`src/rtl/dft_ctrl_pkg.sv`:
```
// dft_ctrl_pkg: shared types and defaults for the DFT sequencer
package dft_ctrl_pkg;
    localparam int DFT_ROWS    = 32;
    localparam int DFT_SW      = 16;
    localparam int DFT_TIMEOUT = 4096;
    typedef enum logic [2:0] {IDLE, PULSE, FEED, WAIT, CAPTURE, DONE} state_t;
    typedef logic [3:0][DFT_SW-1:0] row_t;
endpackage

```
`src/rtl/dft_seq_ctrl_if.sv`:
```
// dft_seq_ctrl_if: host buffer access, status and DFT core stream signals
interface dft_seq_ctrl_if import dft_ctrl_pkg::*; #(
    parameter int ROWS = DFT_ROWS,
    parameter int SW   = DFT_SW
) ();
    localparam int AW = $clog2(ROWS);
    logic            start;
    logic            x_we;
    logic [AW-1:0]   x_addr;
    logic [4*SW-1:0] x_wdata;
    logic [AW-1:0]   y_addr;
    logic [4*SW-1:0] y_rdata;
    logic            busy;
    logic            done;
    logic            timeout;
    logic            wr_err;
    logic            core_next;
    logic [SW-1:0]   core_x0, core_x1, core_x2, core_x3;
    logic [SW-1:0]   core_y0, core_y1, core_y2, core_y3;
    logic            core_next_out;
    modport master (
        output start, x_we, x_addr, x_wdata, y_addr,
        output core_y0, core_y1, core_y2, core_y3, core_next_out,
        input  y_rdata, busy, done, timeout, wr_err,
        input  core_next, core_x0, core_x1, core_x2, core_x3
    );
    modport slave (
        input  start, x_we, x_addr, x_wdata, y_addr,
        input  core_y0, core_y1, core_y2, core_y3, core_next_out,
        output y_rdata, busy, done, timeout, wr_err,
        output core_next, core_x0, core_x1, core_x2, core_x3
    );
endinterface

```
`src/rtl/dft_row_buf.sv`:
```
// dft_row_buf: simple dual-port row buffer with a registered read port
module dft_row_buf import dft_ctrl_pkg::*; #(
    parameter int DEPTH = DFT_ROWS,
    parameter int W     = 4 * DFT_SW,
    localparam int AW   = $clog2(DEPTH)
) (
    input  logic          clk,
    input  logic          rst_n,
    input  logic          we,
    input  logic [AW-1:0] waddr,
    input  logic [W-1:0]  wdata,
    input  logic [AW-1:0] raddr,
    output logic [W-1:0]  rdata
);
    logic [W-1:0] mem [DEPTH];
    // contents survive reset; only the read register clears
    always_ff @(posedge clk) begin
        if (we && rst_n) mem[waddr] <= wdata;
        rdata <= rst_n ? mem[raddr] : '0;
    end
endmodule

```
`src/rtl/dft_seq_ctrl.sv`:
```
// dft_seq_ctrl: streams buffered rows into the DFT core and captures its output rows
module dft_seq_ctrl import dft_ctrl_pkg::*; #(
    parameter int ROWS    = DFT_ROWS,
    parameter int SW      = DFT_SW,
    parameter int TIMEOUT = DFT_TIMEOUT
) (
    input logic           clk,
    input logic           rst_n,
    dft_seq_ctrl_if.slave bus
);
    localparam int AW = $clog2(ROWS);
    localparam int TW = $clog2(TIMEOUT);
    localparam int RW = 4 * SW;
    state_t        state, state_nx;
    logic [AW-1:0] cnt, cnt_nx, x_raddr;
    logic [TW-1:0] tcnt;
    logic [RW-1:0] x_row;
    logic          idle, go, done_q, timeout_q, wr_err_q;
    assign idle = state == IDLE || state == DONE;
    assign go   = bus.start && idle;
    always_ff @(posedge clk) begin
        if (!rst_n) begin
            state     <= IDLE;
            cnt       <= '0;
            tcnt      <= '0;
            done_q    <= 1'b0;
            timeout_q <= 1'b0;
            wr_err_q  <= 1'b0;
        end else begin
            state     <= state_nx;
            cnt       <= cnt_nx;
            tcnt      <= state == WAIT ? tcnt + 1'b1 : '0;
            done_q    <= !go && (done_q || state_nx == DONE);
            timeout_q <= !go && (timeout_q || (state == WAIT && state_nx == DONE));
            wr_err_q  <= !go && (wr_err_q || (bus.x_we && !idle));
        end
    end
    always_comb begin
        state_nx = state;
        cnt_nx   = cnt;
        case (state)
            IDLE, DONE: state_nx = go ? PULSE : state;
            PULSE: begin
                state_nx = FEED;
                cnt_nx   = '0;
            end
            FEED: begin
                cnt_nx   = cnt + 1'b1;
                state_nx = cnt == AW'(ROWS - 1) ? WAIT : FEED;
            end
            WAIT: begin
                cnt_nx   = '0;
                state_nx = bus.core_next_out ? CAPTURE : tcnt == TW'(TIMEOUT - 1) ? DONE : WAIT;
            end
            CAPTURE: begin
                cnt_nx   = cnt + 1'b1;
                state_nx = cnt == AW'(ROWS - 1) ? DONE : CAPTURE;
            end
            default: state_nx = IDLE;
        endcase
    end
    // read one row ahead so row k is on the core inputs in FEED cycle k
    assign x_raddr = state == PULSE ? '0 : cnt + 1'b1;
    dft_row_buf #(.DEPTH(ROWS), .W(RW)) u_xbuf (
        .clk   (clk),
        .rst_n (rst_n),
        .we    (bus.x_we && idle),
        .waddr (bus.x_addr),
        .wdata (bus.x_wdata),
        .raddr (x_raddr),
        .rdata (x_row)
    );
    dft_row_buf #(.DEPTH(ROWS), .W(RW)) u_ybuf (
        .clk   (clk),
        .rst_n (rst_n),
        .we    (state == CAPTURE),
        .waddr (cnt),
        .wdata ({bus.core_y3, bus.core_y2, bus.core_y1, bus.core_y0}),
        .raddr (bus.y_addr),
        .rdata (bus.y_rdata)
    );
    assign bus.busy      = !idle;
    assign bus.done      = done_q;
    assign bus.timeout   = timeout_q;
    assign bus.wr_err    = wr_err_q;
    assign bus.core_next = state == PULSE;
    assign bus.core_x0   = state == FEED ? x_row[0*SW +: SW] : '0;
    assign bus.core_x1   = state == FEED ? x_row[1*SW +: SW] : '0;
    assign bus.core_x2   = state == FEED ? x_row[2*SW +: SW] : '0;
    assign bus.core_x3   = state == FEED ? x_row[3*SW +: SW] : '0;
endmodule
```
`src/flat_wrapper.sv`:
```
// flat-port wrapper written by rule: the top's interface ports become plain ports
module dft_seq_ctrl_flat import dft_ctrl_pkg::*;
#(
    parameter int ROWS    = DFT_ROWS,
    parameter int SW      = DFT_SW,
    parameter int TIMEOUT = DFT_TIMEOUT
)
  (clk, rst_n, bus_start, bus_x_we, bus_x_addr, bus_x_wdata, bus_y_addr, bus_core_y0, bus_core_y1, bus_core_y2, bus_core_y3, bus_core_next_out, bus_y_rdata, bus_busy, bus_done, bus_timeout, bus_wr_err, bus_core_next, bus_core_x0, bus_core_x1, bus_core_x2, bus_core_x3);
  dft_seq_ctrl_if #(.ROWS(ROWS), .SW(SW)) bus_i ();
  input logic clk;
  input logic rst_n;
  input wire logic [$bits(bus_i.start)-1:0] bus_start;
  input wire logic [$bits(bus_i.x_we)-1:0] bus_x_we;
  input wire logic [$bits(bus_i.x_addr)-1:0] bus_x_addr;
  input wire logic [$bits(bus_i.x_wdata)-1:0] bus_x_wdata;
  input wire logic [$bits(bus_i.y_addr)-1:0] bus_y_addr;
  input wire logic [$bits(bus_i.core_y0)-1:0] bus_core_y0;
  input wire logic [$bits(bus_i.core_y1)-1:0] bus_core_y1;
  input wire logic [$bits(bus_i.core_y2)-1:0] bus_core_y2;
  input wire logic [$bits(bus_i.core_y3)-1:0] bus_core_y3;
  input wire logic [$bits(bus_i.core_next_out)-1:0] bus_core_next_out;
  output wire logic [$bits(bus_i.y_rdata)-1:0] bus_y_rdata;
  output wire logic [$bits(bus_i.busy)-1:0] bus_busy;
  output wire logic [$bits(bus_i.done)-1:0] bus_done;
  output wire logic [$bits(bus_i.timeout)-1:0] bus_timeout;
  output wire logic [$bits(bus_i.wr_err)-1:0] bus_wr_err;
  output wire logic [$bits(bus_i.core_next)-1:0] bus_core_next;
  output wire logic [$bits(bus_i.core_x0)-1:0] bus_core_x0;
  output wire logic [$bits(bus_i.core_x1)-1:0] bus_core_x1;
  output wire logic [$bits(bus_i.core_x2)-1:0] bus_core_x2;
  output wire logic [$bits(bus_i.core_x3)-1:0] bus_core_x3;
  assign bus_i.start = bus_start;
  assign bus_i.x_we = bus_x_we;
  assign bus_i.x_addr = bus_x_addr;
  assign bus_i.x_wdata = bus_x_wdata;
  assign bus_i.y_addr = bus_y_addr;
  assign bus_i.core_y0 = bus_core_y0;
  assign bus_i.core_y1 = bus_core_y1;
  assign bus_i.core_y2 = bus_core_y2;
  assign bus_i.core_y3 = bus_core_y3;
  assign bus_i.core_next_out = bus_core_next_out;
  assign bus_y_rdata = bus_i.y_rdata;
  assign bus_busy = bus_i.busy;
  assign bus_done = bus_i.done;
  assign bus_timeout = bus_i.timeout;
  assign bus_wr_err = bus_i.wr_err;
  assign bus_core_next = bus_i.core_next;
  assign bus_core_x0 = bus_i.core_x0;
  assign bus_core_x1 = bus_i.core_x1;
  assign bus_core_x2 = bus_i.core_x2;
  assign bus_core_x3 = bus_i.core_x3;
  dft_seq_ctrl #(.ROWS(ROWS), .SW(SW), .TIMEOUT(TIMEOUT)) u_core (.clk(clk), .rst_n(rst_n), .bus(bus_i));
endmodule
```
`config.mk`:
```
export PLATFORM = sky130hd
export DESIGN_NAME = dft_seq_ctrl_flat
export DESIGN_NICKNAME = d
export VERILOG_FILES = /design/src/rtl/dft_ctrl_pkg.sv /design/src/rtl/dft_seq_ctrl_if.sv /design/src/rtl/dft_row_buf.sv /design/src/rtl/dft_seq_ctrl.sv /design/src/flat_wrapper.sv
export SDC_FILE = /design/constraint.sdc
export NUM_CORES = 2
export LEC_CHECK = 0
export BUFFER_PORTS_ARGS = -buffer_cell sky130_fd_sc_hd__buf_2
export CAP_MARGIN = 20
export CORE_UTILIZATION = 40
export CTS_BUF_LIST = sky130_fd_sc_hd__clkbuf_4
export DETAILED_ROUTE_END_ITERATION = 10
export GPL_TIMING_DRIVEN = 0
export PLACE_DENSITY = 0.51
export SETUP_SLACK_MARGIN = 0.05
export SKIP_LAST_GASP = 1
export SYNTH_ARGS = -nofsm -noshare
export SYNTH_HDL_FRONTEND = slang
export SYNTH_SLANG_ARGS = --single-unit
```
`constraint.sdc`:
```
create_clock -name clk -period 9.2 [get_ports clk]
set_input_delay 1.84 -clock clk [delete_from_list [all_inputs] [get_ports clk]]
set_output_delay 1.84 -clock clk [all_outputs]
set_load 0.02 [all_outputs]
```
### After elaboration in Yosys (flattened, before gate mapping)

Memories as Yosys holds them, arrays and structs flattened. A register that Yosys moved wholly into a read port is not among the register bits.
Index checks and enable logic that the tools add are counted.

* equal/unequal tests: 8
* reduce and logical (&&, ||, !) cells: 23
* muxes and demuxes: 16
* add/subtract/negate cells: 2

Operator list (count)
* 2-to-1 mux 16 bit: 4
* case mux 3 bit (5 select lines): 1
* adder 12 x 1 -> 12 bit (second input constant): 1
* equality test 12 bit (second input constant): 1
* case mux 5 bit (2 select lines): 1
* equality test 3 bit (second input constant): 3
* logical AND 1 bit: 9
* 2-to-1 mux 3 bit: 3
* equality test 3 x 2 -> 1 bit (second input constant): 2
* 2-to-1 mux 1 bit: 6
* OR reduction 2 bit: 3
* adder 5 x 1 -> 5 bit (second input constant): 1
* equality test 5 bit (second input constant): 1
* 2-to-1 mux 5 bit: 1
* zero test 1 bit: 4
* logical OR 1 bit: 4
* equality test 3 x 1 -> 1 bit (second input constant): 1
* zero test 3 bit: 1
* AND reduction 2 bit: 1
* nonzero test 2 bit: 1

* memories kept: 2
* register bits: 23
* output and inout port bits: 133
* word-level logic and storage cells: 57
* memory bits (writable): 4096
* input bits: 143

Memories
* u_core.u_xbuf.mem: depth 32, width 64, read ports 1, clocked after Yosys merged registers in 1, write ports 1, line dft_row_buf.sv:15 `logic [W-1:0] mem [DEPTH];`
* u_core.u_ybuf.mem: depth 32, width 64, read ports 1, clocked after Yosys merged registers in 1, write ports 1, line dft_row_buf.sv:15

### Longest topological paths before layout

* depth in word-level cells: 9
* gate-level depth with buffers: 14
* gate-level depth less buffers: 8

### Hierarchy

Synthesis repeated with hierarchy kept, for this count alone.

* cells, all modules: 6945
* area, all modules: 159714.4 um2

Modules (own cells, without submodules)
* dft_row_buf: seq. area each 62780.2 um2, cells each 3364, area an instance 79044.6 um2, times used 2
* dft_seq_ctrl: seq. area each 460.4 um2, cells each 217, area an instance 1625.3 um2, times used 1

### Least setup slack after synthesis

Ideal clock, no wire load.

* path type: in2reg
* start: input port rst_n
* end: memory u_core.u_xbuf.mem[28][0] (netlist name) (enable)
* setup time: 486 ps
* stages: 5
* required time: 8714 ps
* path slack: 3382 ps
* arrival time: 5332 ps
* buffers on the path: 1
* cell sequence: clkbuf_1 -> nand2_1 -> nor3_1 -> nand3_1 -> nor2_1

* cells in the longest elaborated chain, start to end: 3

Ends and longest elaborated chain
* start, declared: line flat_wrapper.sv:11 `input logic rst_n;`
* logical AND 1 bit: line dft_row_buf.sv:18 `if (we && rst_n) mem[waddr] <= wdata;`
* 2-to-1 mux 1 bit: line dft_row_buf.sv:18
* 2-to-1 mux 1 bit (implied by the code): line dft_row_buf.sv:18
* end, declared: line dft_row_buf.sv:15

No other way between the ends.

### Worst setup path in the final report

* start: register u_core.cnt[0]
* end: register u_core.u_xbuf.rdata[45], read port of u_core.u_xbuf.mem

* cells in the longest elaborated chain, start to end: 2

Ends and longest elaborated chain
* start, declared: line dft_seq_ctrl.sv:15 `logic [AW-1:0] cnt, cnt_nx, x_raddr;`
* start signal, assigned: line dft_seq_ctrl.sv:31 `cnt <= cnt_nx;`
* adder 5 x 1 -> 5 bit: line dft_seq_ctrl.sv:63 `assign x_raddr = state == PULSE ? '0 : cnt + 1'b1;`
* 2-to-1 mux 5 bit: line dft_seq_ctrl.sv:63
* end, declared: line dft_row_buf.sv:13 `output logic [W-1:0] rdata`

No other way between the ends.
A chain may end at the register's enable or synchronous reset.

==> metrics list <==
- Yosys mapped a number of flops with a built-in enable equal to approximately 4000.
* Required time of the critical path: about 11 ns
* Via Count: a little over 90000
- Across the VDD grid, the largest voltage drop is between 0.1 and 0.15 mV.
- Averaged over all synthesized cells, the footprint is 18.8 µm².
- The Yosys step of the flow raised 0 warnings.
- Ys flop type: edfxtp_1
- LEAKAGE: around 62 nW
- Counting distinct cell types in the post-synthesis netlist gives 57.
- Net switching is between 20% and 30% of the power.
- Before antenna repair, the detailed router went through 5 iterations.
- In this run the power density over the cells is around 210 mW/mm².
* Count of endpoints failing setup in the final report: 0
* Logic pwr share: approximately 6.3%
- Total Routing Usage GR: between 20 and 25%
- The analysis attributes to net switching a power of 9.38 mW.
- The core region is about 0.40 mm².
- Sequential-to-total area share from yosys stat: slightly below 80%
* Post-synth ARST share: 0%
- Number of nets still failing antenna checks after routing: 0
- In the routed design, unresolved DRC markers number 0.
* Max Fclk: 135 MHz
- The number of hold-slack violations in the final timing report came to 0.
* Post-CTS clock slew at the launch and capture registers of the worst setup and hold paths: 0.06 ns
* Time the worst path needs with I/O delays and setup: 7.38 ns
* Number of hold buffers added after cts: 0
- The critical path contains buffers and inverters numbering 10 combined.
- Critical setup path kind: flip-flop to flip-flop
* Fraction of final layout cells sized beyond drive strength 1: between 30 and 40%
- At the worst endpoint, the arrival time is ~8.9 ns.
- Wire length of the first global-routing pass: between 600 and 700 mm
* Die area: approximately 0.4 mm²
* Most frequent standard cell in the layout excluding fill and tap cells: edfxtp_1
* Multi-input gate area: around 0.034 mm²
- Unrepaired setup endpoints after global routing: no
* Total Wirelength: between 400 and 500 mm
* Biggest cell delay along the critical path: between 0.8 and 0.9 ns
- Along the worst path, the maximum fanout reaches 11.
- The clock passes through at most 5 buffers.
* Post-detailed-route wirelength per cell: 30.0 µm
* Gate Count Post-Synth: about 8600
- Sequential cell area: approximately 0.13 mm²
* # rows: about 230
- Total power for the finished layout comes to roughly 40 mW.
- After clock tree synthesis, the setup repair step added 0 buffers.
* Number of pins exceeding their max-slew limit in the final report: 0
- Post-synthesis to final-layout area growth: 17.3%
- The tree is rooted in a clkbuf_4.
- Cell Chain, Critical Path: clkbuf_2 > inv_1 > clkbuf_1 > buf_8 > clkbuf_1 > ha_1 > buf_2 > buf_2 > buf_2 > buf_2 > buf_2 > a211oi_1 > nor3_1 > nor4_1 > nor4b_2
- Measured slew at the worst slew-check pin: ~1.2 ns
- Final Skew: 0.116 ns
- The worst setup path is captured at a flip-flop.
- Portion of total power attributed to the clock network: roughly two fifths
* Final Wtd Congestion: approximately 0.81
* Overall die width: ~640 µm
- After detailed routing, the number of vias per cell comes to 5.54.
- Headroom to the max-slew limit came out at 22.7%.
- roughly 280 I/O pins were placed.
- Number of register bits inferred by synthesis: 4247
- The number of global-route vias before repair is around 94000.
* Run status: complete, no violations
- STA classifies the critical path startpoint as a flip-flop.
* Grt total ovfl: 0
- The clock reaches the later pin of the worst-skew pair after 1.75 ns.
* Most frequent cells in the layout: edfxtp_1, clkbuf_4, nand2_1
- The die is roughly 640 µm tall.
- TritonCTS built the clock tree.
- The clock net in this run drives a total of around 4200 sinks.
- Effective utilization at floorplan: 40.2%
* Crit path max-delay cell type: nor4b_2
- Number of antenna violations at the first check in global routing: 70
- Filler cells: ~35000
- Most numerous cell on the critical path: buf_2
- Port buffering added roughly 270 buffers.
- After synthesis the cells add up to approximately 0.16 mm².
* Mapped Nets: just under 9000
- Proportion of power drawn by flip-flops and latches: a little over half
- The clock tree synthesis step divided the H-tree into 7 levels.
* Number of clock buffers inserted by TritonCTS: ~1200
- Maximum number of pins on one net before global-route repair: 33
- The path class of the tightest hold or removal check is input port to flip-flop.
* Gate family responsible for the most delay along the worst path: buffers and inverters
- Cell-internal power: between 30 and 40 mW
- Count of nets after finishing: 10500
- Post-DP HPWL: 341 mm
- Sum of negative setup slack: 0 ns
- Post-CTS repair changed the size of 0 cells.
* Count of maximum capacitance violations: 0
* Violation count after the first detailed-routing iteration: 9070
- Period Utilization, post-route: roughly 80%
## kinds of logic after synthesis
group | after synthesis | synth area share [%]
flops | 4247 | 77.9
buf+inv | 560 | 1.50
xor+xnor | 16 | 0.0866
mux | 1049 | 11.4
simple gates | 1609 | 4.64
fa+ha+maj | 6 | 0.0464
compound gates | 1116 | 4.50
## cell usage after synthesis (all sizes together) (2+ instances only)
cell type / n / area [µm²]
a2111oi: 38 / 571
a211oi: 51 / 383
a21oi: 198 / 991
a221oi: 64 / 686
a22o: 40 / 350
a22oi: 48 / 360
a2bb2oi: 2 / 17.5
a311oi: 25 / 219
a31oi: 66 / 413
a32oi: 41 / 359
and2: 70 / 440
and3: 27 / 169
buf: 242 / 1230
clkbuf: 308 / 1160
dfxtp: 151 / 3020
edfxtp: 4096 / 123000
ha: 6 / 75.1
inv: 9 / 33.8
mux2: 129 / 1450
mux2i: 303 / 3030
mux4: 617 / 13900
nand2: 725 / 2720
nand2b: 3 / 18.8
nand3: 175 / 876
nand3b: 3 / 22.5
nor2: 219 / 830
nor2b: 99 / 619
nor3: 95 / 475
nor4: 106 / 663
nor4b: 26 / 284
o21ai: 384 / 1920
o22ai: 153 / 957
or2: 3 / 18.8
or3: 53 / 332
or3b: 2 / 17.5
xnor2: 7 / 61.3
xor2: 9 / 78.8
## registers in the layout (all words and copies together) (netlist names)
name                 count
u_core.u_ybuf.rdata     64
u_core.u_xbuf.mem     2048
u_core.tcnt             12
u_core.bus.timeout       1
u_core.cnt               5
u_core.state             3
u_core.bus.done          1
u_core.bus.wr_err        1
u_core.u_xbuf.rdata     64
u_core.u_ybuf.mem     2048
## final cells by class
cell class	count	area share, %
clock buffers	1732	6.85
flip-flops and latches	4247	66.4
repair buffers	529	3.44
multi-input cells	3796	17.9
inverters	10	0.0204
diodes	48	0.0633
clock inverters	226	0.579
plain buffers	550	1.26
well taps	5405	3.56
## power groups by stage
| stage | clock, mW | combinational (mW) | sequential (mW) |
|---|---|---|---|
| global route | 17.8 | 2.69 | 21.3 |
| detailed placement | 0 | 2.55 | 21.7 |
| CTS | 16.8 | 2.56 | 21.3 |
| finish | 16.4 | 2.54 | 21.3 |
| floorplan | 0 | 1.27 | 21.7 |
| global placement | 0 | 2.45 | 21.7 |
## path summary, 6_finish.rpt
kind | startpoint | to | slack (ns) | cells after the start
setup / recovery | u_core.cnt[0]$_SDFFE_PN0P_ | u_core.u_xbuf.rdata[45]$_SDFF_PN0_ | 1.82 | 15
hold / removal | bus_core_next_out | u_core.bus.timeout$_SDFF_PN0_ | 0.43 | 2
setup reg to reg | u_core.cnt[0]$_SDFFE_PN0P_ | u_core.u_xbuf.rdata[45]$_SDFF_PN0_ | 1.82 | 15
hold reg to reg | u_core.bus.timeout$_SDFF_PN0_ | u_core.bus.timeout$_SDFF_PN0_ | 0.46 | 2
## metal layers
layer,vias up,global-route usage [%],wire [µm]
met4,28,11.6,20300
li1,38900,-,-
met5,-,0,170
met2,4128,40.1,245000
met1,47500,30.7,196000
met3,1043,5.37,36000
## worst reg2reg max path: cells and delay by family (launching register included)
kind | cells | cell delay, ns
AO/OA/AOI/OAI | 1 | 0.14
AND/OR/NAND/NOR | 3 | 1.20
flip-flops | 1 | 0.33
adder cells (fa/ha/maj) | 1 | 0.76
buffers and inverters | 10 | 4.77
## metrics by stage
| step | hold slack, ns | instance area, µm² | utilization [%] | instances | setup slack, ns |
|---|---|---|---|---|---|
| 3_3_place_gp | 0.438 | 170000 | 42.2 | 14300 | -3.52 |
| 3_5_place_dp | 0.453 | 176000 | 43.6 | 14500 | 1.77 |
| 6_report | 0.426 | 190000 | 47.2 | 16500 | 1.82 |
| 4_1_cts | 0.225 | 190000 | 47.1 | 16500 | 1.70 |
| 2_1_floorplan | 0.430 | 162000 | - | 8603 | 3.38 |
| 5_1_grt | 0.344 | 190000 | 47.1 | 16500 | 1.90 |
Power figures use the tool's default switching activity.
